--- src/rtl/matrix_ascii_formatter_pkg.sv ---
// Shared constants, state encoding and sizing helper for the matrix-to-ASCII formatter.
package matrix_ascii_formatter_pkg;

  localparam logic [7:0] ASC_SP    = 8'h20;
  localparam logic [7:0] ASC_MINUS = 8'h2D;
  localparam logic [7:0] ASC_ZERO  = 8'h30;
  localparam logic [7:0] ASC_CR    = 8'h0D;
  localparam logic [7:0] ASC_LF    = 8'h0A;

  typedef enum logic [2:0] {
    S_IDLE  = 3'd0,
    S_FETCH = 3'd1,
    S_WAIT  = 3'd2,
    S_CONV  = 3'd3,
    S_SIGN  = 3'd4,
    S_DIG   = 3'd5,
    S_SEP   = 3'd6,
    S_DONE  = 3'd7
  } state_t;

  // Decimal digits needed for 2^data_w - 1: floor(data_w*log10(2)) + 1.
  function automatic int ndig_for(input int data_w);
    return (data_w * 30103) / 100000 + 1;
  endfunction

endpackage

--- src/rtl/matrix_ascii_formatter_if.sv ---
// Control, storage-read and byte-stream signals of the formatter, grouped for port connection.
interface matrix_ascii_formatter_if #(
  parameter int DATA_W = 32,
  parameter int ADDR_W = 8,
  parameter int DIM_W  = 3,
  parameter int CNT_W  = 2
);
  logic              i_start;
  logic [ADDR_W-1:0] i_base_addr;
  logic [DIM_W-1:0]  i_dim_m;
  logic [DIM_W-1:0]  i_dim_n;
  logic [CNT_W-1:0]  i_mat_cnt;
  logic              o_rd_en;
  logic [ADDR_W-1:0] o_rd_addr;
  logic [DATA_W-1:0] i_rd_data;
  logic [7:0]        o_tx_data;
  logic              o_tx_valid;
  logic              i_tx_ready;
  logic              o_busy;
  logic              o_done;

  modport master (
    input  i_start, i_base_addr, i_dim_m, i_dim_n, i_mat_cnt, i_rd_data, i_tx_ready,
    output o_rd_en, o_rd_addr, o_tx_data, o_tx_valid, o_busy, o_done
  );

  modport slave (
    output i_start, i_base_addr, i_dim_m, i_dim_n, i_mat_cnt, i_rd_data, i_tx_ready,
    input  o_rd_en, o_rd_addr, o_tx_data, o_tx_valid, o_busy, o_done
  );
endinterface

--- src/rtl/matrix_ascii_formatter_bcd.sv ---
// Sequential double-dabble: binary to packed BCD in DATA_W iterations.
// The first iteration is folded into the load, so done rises DATA_W-1 cycles after start.
module bcd_dabble_seq #(
  parameter int DATA_W = 32,
  parameter int NDIG   = 10
) (
  input  logic                clk,
  input  logic                rst,
  input  logic                start,
  input  logic [DATA_W-1:0]   bin,
  output logic                busy,
  output logic                done,
  output logic [NDIG*4-1:0]   bcd
);
  localparam int CW = $clog2(DATA_W + 1);

  logic [DATA_W-1:0] shift_r;
  logic [NDIG*4-1:0] bcd_r;
  logic [NDIG*4-1:0] adj_s;
  logic [CW-1:0]     cnt_r;
  logic              busy_r;
  logic              done_r;

  // Add-3 correction on every nibble that is 5 or more before the next shift.
  always_comb begin
    adj_s = bcd_r;
    for (int i = 0; i < NDIG; i++) begin
      if (bcd_r[4*i +: 4] >= 4'd5) begin
        adj_s[4*i +: 4] = bcd_r[4*i +: 4] + 4'd3;
      end else begin
        adj_s[4*i +: 4] = bcd_r[4*i +: 4];
      end
    end
  end

  // Load, shift and iteration count.
  always_ff @(posedge clk or posedge rst) begin
    if (rst) begin
      shift_r <= '0;
      bcd_r   <= '0;
      cnt_r   <= '0;
      busy_r  <= 1'b0;
      done_r  <= 1'b0;
    end else if (start) begin
      shift_r <= bin << 1;
      bcd_r   <= {{(NDIG*4-1){1'b0}}, bin[DATA_W-1]};
      cnt_r   <= CW'(DATA_W - 1);
      busy_r  <= (DATA_W > 1);
      done_r  <= (DATA_W == 1);
    end else if (busy_r) begin
      bcd_r   <= {adj_s[NDIG*4-2:0], shift_r[DATA_W-1]};
      shift_r <= shift_r << 1;
      cnt_r   <= cnt_r - CW'(1);
      if (cnt_r == CW'(1)) begin
        busy_r <= 1'b0;
        done_r <= 1'b1;
      end
    end else begin
      done_r <= 1'b0;
    end
  end

  assign busy = busy_r;
  assign done = done_r;
  assign bcd  = bcd_r;
endmodule

--- src/rtl/matrix_ascii_formatter.sv ---
// Walks m x n matrices in storage, converts each element to decimal ASCII and streams
// the bytes with space/CRLF separators over a valid/ready handshake.
module matrix_ascii_formatter
  import matrix_ascii_formatter_pkg::*;
#(
  parameter int DATA_W = 32,
  parameter int ADDR_W = 8,
  parameter int DIM_W  = 3,
  parameter int CNT_W  = 2,
  parameter int NDIG   = ndig_for(DATA_W),
  parameter bit SIGNED = 1'b1
) (
  input logic clk,
  input logic rst,
  matrix_ascii_formatter_if.master bus
);
  localparam int IDX_W = $clog2(NDIG + 1);

  state_t            state_r;
  logic [DIM_W-1:0]  m_r, n_r, row_r, col_r;
  logic [CNT_W-1:0]  cnt_r, mat_r;
  logic [ADDR_W-1:0] addr_r;
  logic              neg_r;
  logic [IDX_W-1:0]  dig_r;
  logic [1:0]        sep_r;
  logic              rd_en_r, tx_valid_r, busy_r, done_r;
  logic [7:0]        tx_data_r;

  logic              dab_start_s, dab_busy_s, dab_done_s;
  logic [DATA_W:0]   neg_wide_s;
  logic [DATA_W-1:0] mag_s;
  logic [NDIG*4-1:0] bcd_s;
  logic [IDX_W-1:0]  lead_s;
  logic              last_col_s, last_row_s, last_mat_s;
  logic [1:0]        sep_last_s;

  function automatic logic [7:0] digit_char(input logic [NDIG*4-1:0] b, input logic [IDX_W-1:0] idx);
    return ASC_ZERO + {4'd0, b[4*idx +: 4]};
  endfunction

  // Negation is done one bit wider so the most-negative element yields its true magnitude.
  always_comb begin
    neg_wide_s = {(DATA_W+1){1'b0}} - {bus.i_rd_data[DATA_W-1], bus.i_rd_data};
    if (SIGNED && bus.i_rd_data[DATA_W-1]) begin
      mag_s = DATA_W'(neg_wide_s);
    end else begin
      mag_s = bus.i_rd_data;
    end
  end

  // Most significant non-zero digit; a zero value still prints digit 0.
  always_comb begin
    lead_s = '0;
    for (int i = 0; i < NDIG; i++) begin
      if (bcd_s[4*i +: 4] != 4'd0) begin
        lead_s = IDX_W'(i);
      end else begin
        lead_s = lead_s;
      end
    end
  end

  // Position flags and length of the separator run after the current element.
  always_comb begin
    last_col_s = (col_r == n_r - DIM_W'(1));
    last_row_s = (row_r == m_r - DIM_W'(1));
    last_mat_s = (mat_r == cnt_r - CNT_W'(1));
    if (!last_col_s) begin
      sep_last_s = 2'd0;
    end else if (last_row_s && !last_mat_s) begin
      sep_last_s = 2'd3;
    end else begin
      sep_last_s = 2'd1;
    end
  end

  assign dab_start_s = (state_r == S_WAIT) && !dab_busy_s;

  bcd_dabble_seq #(.DATA_W(DATA_W), .NDIG(NDIG)) u_dabble (
    .clk   (clk),
    .rst   (rst),
    .start (dab_start_s),
    .bin   (mag_s),
    .busy  (dab_busy_s),
    .done  (dab_done_s),
    .bcd   (bcd_s)
  );

  // Main sequencer with registered read, byte and status outputs.
  always_ff @(posedge clk or posedge rst) begin
    if (rst) begin
      state_r    <= S_IDLE;
      m_r        <= '0;
      n_r        <= '0;
      row_r      <= '0;
      col_r      <= '0;
      cnt_r      <= '0;
      mat_r      <= '0;
      addr_r     <= '0;
      neg_r      <= 1'b0;
      dig_r      <= '0;
      sep_r      <= 2'd0;
      rd_en_r    <= 1'b0;
      tx_valid_r <= 1'b0;
      tx_data_r  <= 8'h00;
      busy_r     <= 1'b0;
      done_r     <= 1'b0;
    end else begin
      case (state_r)
        S_IDLE: begin
          if (bus.i_start) begin
            m_r    <= bus.i_dim_m;
            n_r    <= bus.i_dim_n;
            cnt_r  <= bus.i_mat_cnt;
            addr_r <= bus.i_base_addr;
            row_r  <= '0;
            col_r  <= '0;
            mat_r  <= '0;
            if (bus.i_dim_m == '0 || bus.i_dim_n == '0 || bus.i_mat_cnt == '0) begin
              state_r <= S_DONE;
              done_r  <= 1'b1;
            end else begin
              state_r <= S_FETCH;
              busy_r  <= 1'b1;
              rd_en_r <= 1'b1;
            end
          end
        end
        S_FETCH: begin
          rd_en_r <= 1'b0;
          state_r <= S_WAIT;
        end
        S_WAIT: begin
          neg_r   <= SIGNED && bus.i_rd_data[DATA_W-1];
          state_r <= S_CONV;
        end
        S_CONV: begin
          if (dab_done_s) begin
            dig_r      <= lead_s;
            tx_valid_r <= 1'b1;
            if (neg_r) begin
              tx_data_r <= ASC_MINUS;
              state_r   <= S_SIGN;
            end else begin
              tx_data_r <= digit_char(bcd_s, lead_s);
              state_r   <= S_DIG;
            end
          end
        end
        S_SIGN: begin
          if (bus.i_tx_ready) begin
            tx_data_r <= digit_char(bcd_s, dig_r);
            state_r   <= S_DIG;
          end
        end
        S_DIG: begin
          if (bus.i_tx_ready) begin
            if (dig_r == '0) begin
              sep_r     <= 2'd0;
              tx_data_r <= last_col_s ? ASC_CR : ASC_SP;
              state_r   <= S_SEP;
            end else begin
              dig_r     <= dig_r - IDX_W'(1);
              tx_data_r <= digit_char(bcd_s, dig_r - IDX_W'(1));
            end
          end
        end
        S_SEP: begin
          if (bus.i_tx_ready) begin
            if (sep_r == sep_last_s) begin
              tx_valid_r <= 1'b0;
              if (last_col_s && last_row_s && last_mat_s) begin
                state_r <= S_DONE;
                done_r  <= 1'b1;
                busy_r  <= 1'b0;
              end else begin
                state_r <= S_FETCH;
                rd_en_r <= 1'b1;
                addr_r  <= addr_r + ADDR_W'(1);
                if (!last_col_s) begin
                  col_r <= col_r + DIM_W'(1);
                end else begin
                  col_r <= '0;
                  if (!last_row_s) begin
                    row_r <= row_r + DIM_W'(1);
                  end else begin
                    row_r <= '0;
                    mat_r <= mat_r + CNT_W'(1);
                  end
                end
              end
            end else begin
              sep_r     <= sep_r + 2'd1;
              tx_data_r <= sep_r[0] ? ASC_CR : ASC_LF;
            end
          end
        end
        S_DONE: begin
          done_r  <= 1'b0;
          state_r <= S_IDLE;
        end
        default: begin
          state_r <= S_IDLE;
        end
      endcase
    end
  end

  assign bus.o_rd_en    = rd_en_r;
  assign bus.o_rd_addr  = addr_r;
  assign bus.o_tx_data  = tx_data_r;
  assign bus.o_tx_valid = tx_valid_r;
  assign bus.o_busy     = busy_r;
  assign bus.o_done     = done_r;
endmodule

--- src/flat_wrapper.sv ---
// flat-port wrapper written by rule: the top's interface ports become plain ports
module matrix_ascii_formatter_flat import matrix_ascii_formatter_pkg::*;
#(
  parameter int DATA_W = 32,
  parameter int ADDR_W = 8,
  parameter int DIM_W  = 3,
  parameter int CNT_W  = 2,
  parameter int NDIG   = ndig_for(DATA_W),
  parameter bit SIGNED = 1'b1
)
  (clk, rst, bus_i_start, bus_i_base_addr, bus_i_dim_m, bus_i_dim_n, bus_i_mat_cnt, bus_i_rd_data, bus_i_tx_ready, bus_o_rd_en, bus_o_rd_addr, bus_o_tx_data, bus_o_tx_valid, bus_o_busy, bus_o_done);
  matrix_ascii_formatter_if #(.DATA_W(DATA_W), .ADDR_W(ADDR_W), .DIM_W(DIM_W), .CNT_W(CNT_W)) bus_i ();
  input logic clk;
  input logic rst;
  input wire logic [$bits(bus_i.i_start)-1:0] bus_i_start;
  input wire logic [$bits(bus_i.i_base_addr)-1:0] bus_i_base_addr;
  input wire logic [$bits(bus_i.i_dim_m)-1:0] bus_i_dim_m;
  input wire logic [$bits(bus_i.i_dim_n)-1:0] bus_i_dim_n;
  input wire logic [$bits(bus_i.i_mat_cnt)-1:0] bus_i_mat_cnt;
  input wire logic [$bits(bus_i.i_rd_data)-1:0] bus_i_rd_data;
  input wire logic [$bits(bus_i.i_tx_ready)-1:0] bus_i_tx_ready;
  output wire logic [$bits(bus_i.o_rd_en)-1:0] bus_o_rd_en;
  output wire logic [$bits(bus_i.o_rd_addr)-1:0] bus_o_rd_addr;
  output wire logic [$bits(bus_i.o_tx_data)-1:0] bus_o_tx_data;
  output wire logic [$bits(bus_i.o_tx_valid)-1:0] bus_o_tx_valid;
  output wire logic [$bits(bus_i.o_busy)-1:0] bus_o_busy;
  output wire logic [$bits(bus_i.o_done)-1:0] bus_o_done;
  assign bus_i.i_start = bus_i_start;
  assign bus_i.i_base_addr = bus_i_base_addr;
  assign bus_i.i_dim_m = bus_i_dim_m;
  assign bus_i.i_dim_n = bus_i_dim_n;
  assign bus_i.i_mat_cnt = bus_i_mat_cnt;
  assign bus_i.i_rd_data = bus_i_rd_data;
  assign bus_i.i_tx_ready = bus_i_tx_ready;
  assign bus_o_rd_en = bus_i.o_rd_en;
  assign bus_o_rd_addr = bus_i.o_rd_addr;
  assign bus_o_tx_data = bus_i.o_tx_data;
  assign bus_o_tx_valid = bus_i.o_tx_valid;
  assign bus_o_busy = bus_i.o_busy;
  assign bus_o_done = bus_i.o_done;
  matrix_ascii_formatter #(.DATA_W(DATA_W), .ADDR_W(ADDR_W), .DIM_W(DIM_W), .CNT_W(CNT_W), .NDIG(NDIG), .SIGNED(SIGNED)) u_core (.clk(clk), .rst(rst), .bus(bus_i));
endmodule
--- config.mk ---
export PLATFORM = sky130hd
export DESIGN_NAME = matrix_ascii_formatter_flat
export DESIGN_NICKNAME = d
export VERILOG_FILES = /design/src/rtl/matrix_ascii_formatter_pkg.sv /design/src/rtl/matrix_ascii_formatter_if.sv /design/src/rtl/matrix_ascii_formatter_bcd.sv /design/src/rtl/matrix_ascii_formatter.sv /design/src/flat_wrapper.sv
export SDC_FILE = /design/constraint.sdc
export NUM_CORES = 1
export LEC_CHECK = 0
export CAP_MARGIN = 20
export CORE_UTILIZATION = 35
export DETAILED_ROUTE_END_ITERATION = 12
export GPL_ROUTABILITY_DRIVEN = 1
export GPL_TIMING_DRIVEN = 0
export PLACE_DENSITY_LB_ADDON = 0.3
export SLEW_MARGIN = 20
export SYNTH_ARGS = -nofsm -noshare
export SYNTH_HDL_FRONTEND = slang
export SYNTH_SLANG_ARGS = --single-unit
--- constraint.sdc ---
create_clock -name clk -period 4.3 [get_ports clk]
set_input_delay 0.43 -clock clk [delete_from_list [all_inputs] [get_ports clk]]
set_output_delay 0.43 -clock clk [all_outputs]
set_load 0.01 [all_outputs]
==> results of run 1 <==
==> cell families (layout without fill, tap and decap cells) <==
group	Yosys count	count (layout)	share of synthesized area, %
buffers and inverters	111	213	5.00
flip-flops	123	123	35.1
AO/OA/AOI/OAI	296	296	21.2
multiplexers	52	52	8.48
other	1	2	0.0427
AND/OR/NAND/NOR	356	356	20.1
XOR/XNOR	49	49	5.20
adder cells (fa/ha/maj)	34	34	4.85
==> final cells by class <==
cell class                 count  area share [%]
multi-input combinational    789            50.1
sequential                   123            29.3
timing repair buffer          70            6.84
clock buffer                  18            4.18
tap                          324            3.86
buffer                        71            2.75
inverter                      40            1.50
clock inverter                14            1.41
==> layout by cell type, fill, tap and decap left out, types with 10 or more instances in the layout <==
master,n
xor2_1,31
o21ai_0,116
dfrtp_1,123
nor2_1,53
mux4_2,17
a211oi_1,10
xnor2_1,16
o221ai_1,12
nand2_1,149
clkdlybuf4s50_1,69
mux2i_1,26
or3_1,11
o31ai_1,25
nor3b_1,28
nand3_1,26
clkbuf_16,17
nand2b_1,26
ha_1,34
clkbuf_1,58
a21oi_1,64
inv_1,38
nor3_1,17
==> worst max-delay path by stage <==
| stage | to | slack [ns] | startpoint | depth (start not counted) |
|---|---|---|---|---|
| 6_report | u_core.bus.o_tx_data[0] | 0.61 | u_core.dig_r[1] | 10 |
| 4_1_cts | u_core.bus.o_tx_data[0] | 0.67 | u_core.dig_r[1] | 10 |
| 5_1_grt | u_core.bus.o_tx_data[0] | 0.33 | u_core.dig_r[1] | 10 |
| 2_1_floorplan | u_core.bus.o_busy | 0.60 | rst | 1 |
| 3_5_place_dp | u_core.bus.o_tx_data[0] | 0.68 | u_core.dig_r[1] | 10 |
| 3_3_place_gp | u_core.u_dabble.shift_r[6] | -1.52 | rst | 2 |
==> metrics by stage <==
stage	hold slack [ns]	setup TNS, ns
floorplan	0.442	0
global placement	0.454	-185.44
detailed placement	0.460	0
CTS	0.374	0
global route	0.385	0
finish	0.366	0
==> state kept, by name, indices dropped and copies added (netlist names), 3 cells and up <==
signal	cells
u_core.bus.o_rd_addr	8
u_core.bus.o_tx_data	6
u_core.col_r	3
u_core.dig_r	4
u_core.m_r	3
u_core.n_r	3
u_core.row_r	3
u_core.state_r	3
u_core.u_dabble.bcd	40
u_core.u_dabble.cnt_r	6
u_core.u_dabble.shift_r	31
==> metal layers <==
layer,part of all wire (%),vias up,GRT usage (%)
li1,-,3866,-
met1,46,3917,27.4
met2,45,275,31.3
met3,5.9,51,3.69
met4,2.4,0,6.23
met5,0,-,0
==> power by group through the flow <==
stage / clock network, W / registers, W / logic [W]
finish: 0.00145 / 0.00203 / 0.00413
global route: 0.00153 / 0.00209 / 0.00459
floorplan: 0 / 0.00193 / 0.00298
CTS: 0.00147 / 0.00202 / 0.00411
detailed placement: 0 / 0.00204 / 0.00410
global placement: 0 / 0.00202 / 0.00404
==> worst register-to-register path: stages (launching register included) <==
cell and delay, ns:
dfrtp_1 0.43, buf_1 0.52, inv_1 0.24, ha_1 0.40, buf_1 0.59, mux4_2 0.62
mux2i_1 0.19, a2bb2oi_1 0.17, o221ai_1 0.14, nor2_1 0.17, o31ai_1 0.08
==> summary.txt, run 1 <==
Clocking
  • Clock sink total: 123
  • CTS Hold Bufs: 0
  • H-tree levels: 4
  • Reg clk slew, reported paths: 0.06 ns
  • CTS root buf: clkbuf_16
  • Num CTS Buffers: 17
  • TritonCTS clock tree: built
  • Clk Latency, worst-skew pair: 0.44 ns
  • CTS Buffer Depth: 2
  • Post-CTS setup buffer count: 0
  • Cts repair resizes: 0

Detailed routing
  • Residual DRC count: 0
  • Post-route ant nets: 0
  • DRT Pass-1 Iters: 6
  • Via count: 8109
  • Routed WL: 24800 µm
  • 1st-iter DRT viols: 688
  • Drt wl/cell: 17.1 µm
  • Via-per-instance ratio: 5.60

Worst setup path
  • Crit-path max cell delay: 0.62 ns
  • CP bufs+invs: 3
  • Crit-path slowest cell: mux4_2
  • Critical path cell sequence: buf_1 > inv_1 > ha_1 > buf_1 > mux4_2 > mux2i_1 > a2bb2oi_1 > o221ai_1 > nor2_1 > o31ai_1
  • Startpoint types: flip-flop
  • Critical R2R Launch: u_core.dig_r[1]
  • Cell family with most CP delay: buffers and inverters
  • Critical path class: flip-flop to flip-flop
  • CP endpoint kind: flip-flop
  • Critical path data arrival time: 3.99 ns
  • Worst EP required: 4.60 ns
  • R2R setup slack: 0.61 ns
  • Reg2Reg Capture Point: u_core.bus.o_tx_data[0]
  • Crit path top cell by count: buf_1
  • Crit-path max FO: 10
  • Worst r2r path cells: 10

Timing
  • Fin crit share: 85.7%
  • RSZ-0062 raised after global routing: no
  • Setup violations, final: 0
  • Worst-margin pin slew: 0.778 ns
  • Final hold vios: 0
  • Max-slew violation count: 0
  • Fmax: 271 MHz
  • Final WS setup: 0.613 ns
  • Max_slew headroom: 48.1%
  • Final Critical Period: 3.69 ns
  • Clock skew: 0.0138 ns

Pwr
  • Clk pwr share: 19.1%
  • Total power per unit cell area: 726 nW/µm²
  • Logic pwr share: 54.3%
  • Leak: 4.23 nW
  • Switching share of power: 45.3%
  • Switch Pwr: 0.00345 W
  • Pint: 0.00416 W
  • Final Total Pwr: 0.00762 W
  • Peak VDD IR: 305 µV
  • Seq pwr share: 26.7%

GRT
  • Antenna violations before repair: 0
  • Via count of the first global-routing pass: 7597
  • Pin count of the biggest net entering global routing: 94
  • First-pass GRT wire length: 40600 µm
  • Gr ovfl total: 0
  • Global-route usage over all layers: 19.8%

Die
  • Core Region: 24500 µm²
  • Io pins: 72
  • Rows: 57
  • Die height: 160 µm
  • Die area: 25700 µm²
  • Starting Density: 35.9%
  • Die X-Extent: 160 µm

Cells and area
  • Area Growth Syn to Fin: 19.6%
  • Share of layout cells above drive strength 1: 8.18%
  • Ant. Diodes: 0
  • Finished Layout Cells: 1449
  • Multi-input logic area: 5260 µm²
  • Post-layout util: 42.9%
  • Final instance area: 10500 µm²
  • Nets@finish: 1198
  • # fillers: 2401
  • Sequential cell area: 3080 µm²

Synth
  • Top-area cell type share of the netlist area: 35.1%
  • Synth top cells by count: nand2_1, dfrtp_1, o21ai_0
  • Synth area leaders: dfrtp_1, o21ai_0, nand2_1
  • Number of flops mapped to enable cells by yosys: 0
  • Syn_area_per_cell: 8.59 µm²
  • Cell taking the most area after synthesis: dfrtp_1
  • Cell Area, Synth: 8770 µm²
  • Part of the Yosys area used for sequential elements: 35.1%
  • Cell variety after synth: 74
  • #FFs+latches synth: 123
  • Most instantiated library cell after synthesis: nand2_1
  • Post-synthesis async set-or-reset flop share: 100%
  • Cells after Synth: 1022
  • Top_reg_cell synth: dfrtp_1
  • Yosys warns: 0

Placement
  • IO Port Bufs: 69
  • Detailed placement HPWL: 18200 µm
  • Place WS: 0.680 ns
  • Post-Place Cells: 1417
  • GP Congestion: 0.897
  • Placed Area: 9910 µm²

Outcome
  • Outcome: finished clean

Worst hold path
  • Hold Crit Class: input pin to async pin

Run
  • Maxcap violations: 0
Note: power is estimated with default switching activity, not from simulation.
==> run 2: changes to the inputs <==
--- a/config.mk
+++ b/config.mk
@@ -7,6 +7,8 @@
 export LEC_CHECK = 0
 export CAP_MARGIN = 20
 export CORE_UTILIZATION = 35
+export CTS_CLUSTER_DIAMETER = 30
+export CTS_CLUSTER_SIZE = 24
 export DETAILED_ROUTE_END_ITERATION = 12
 export GPL_ROUTABILITY_DRIVEN = 1
 export GPL_TIMING_DRIVEN = 0
==> results of run 2 <==
The final DEF is identical to that of run 1; final timing and power are the same.
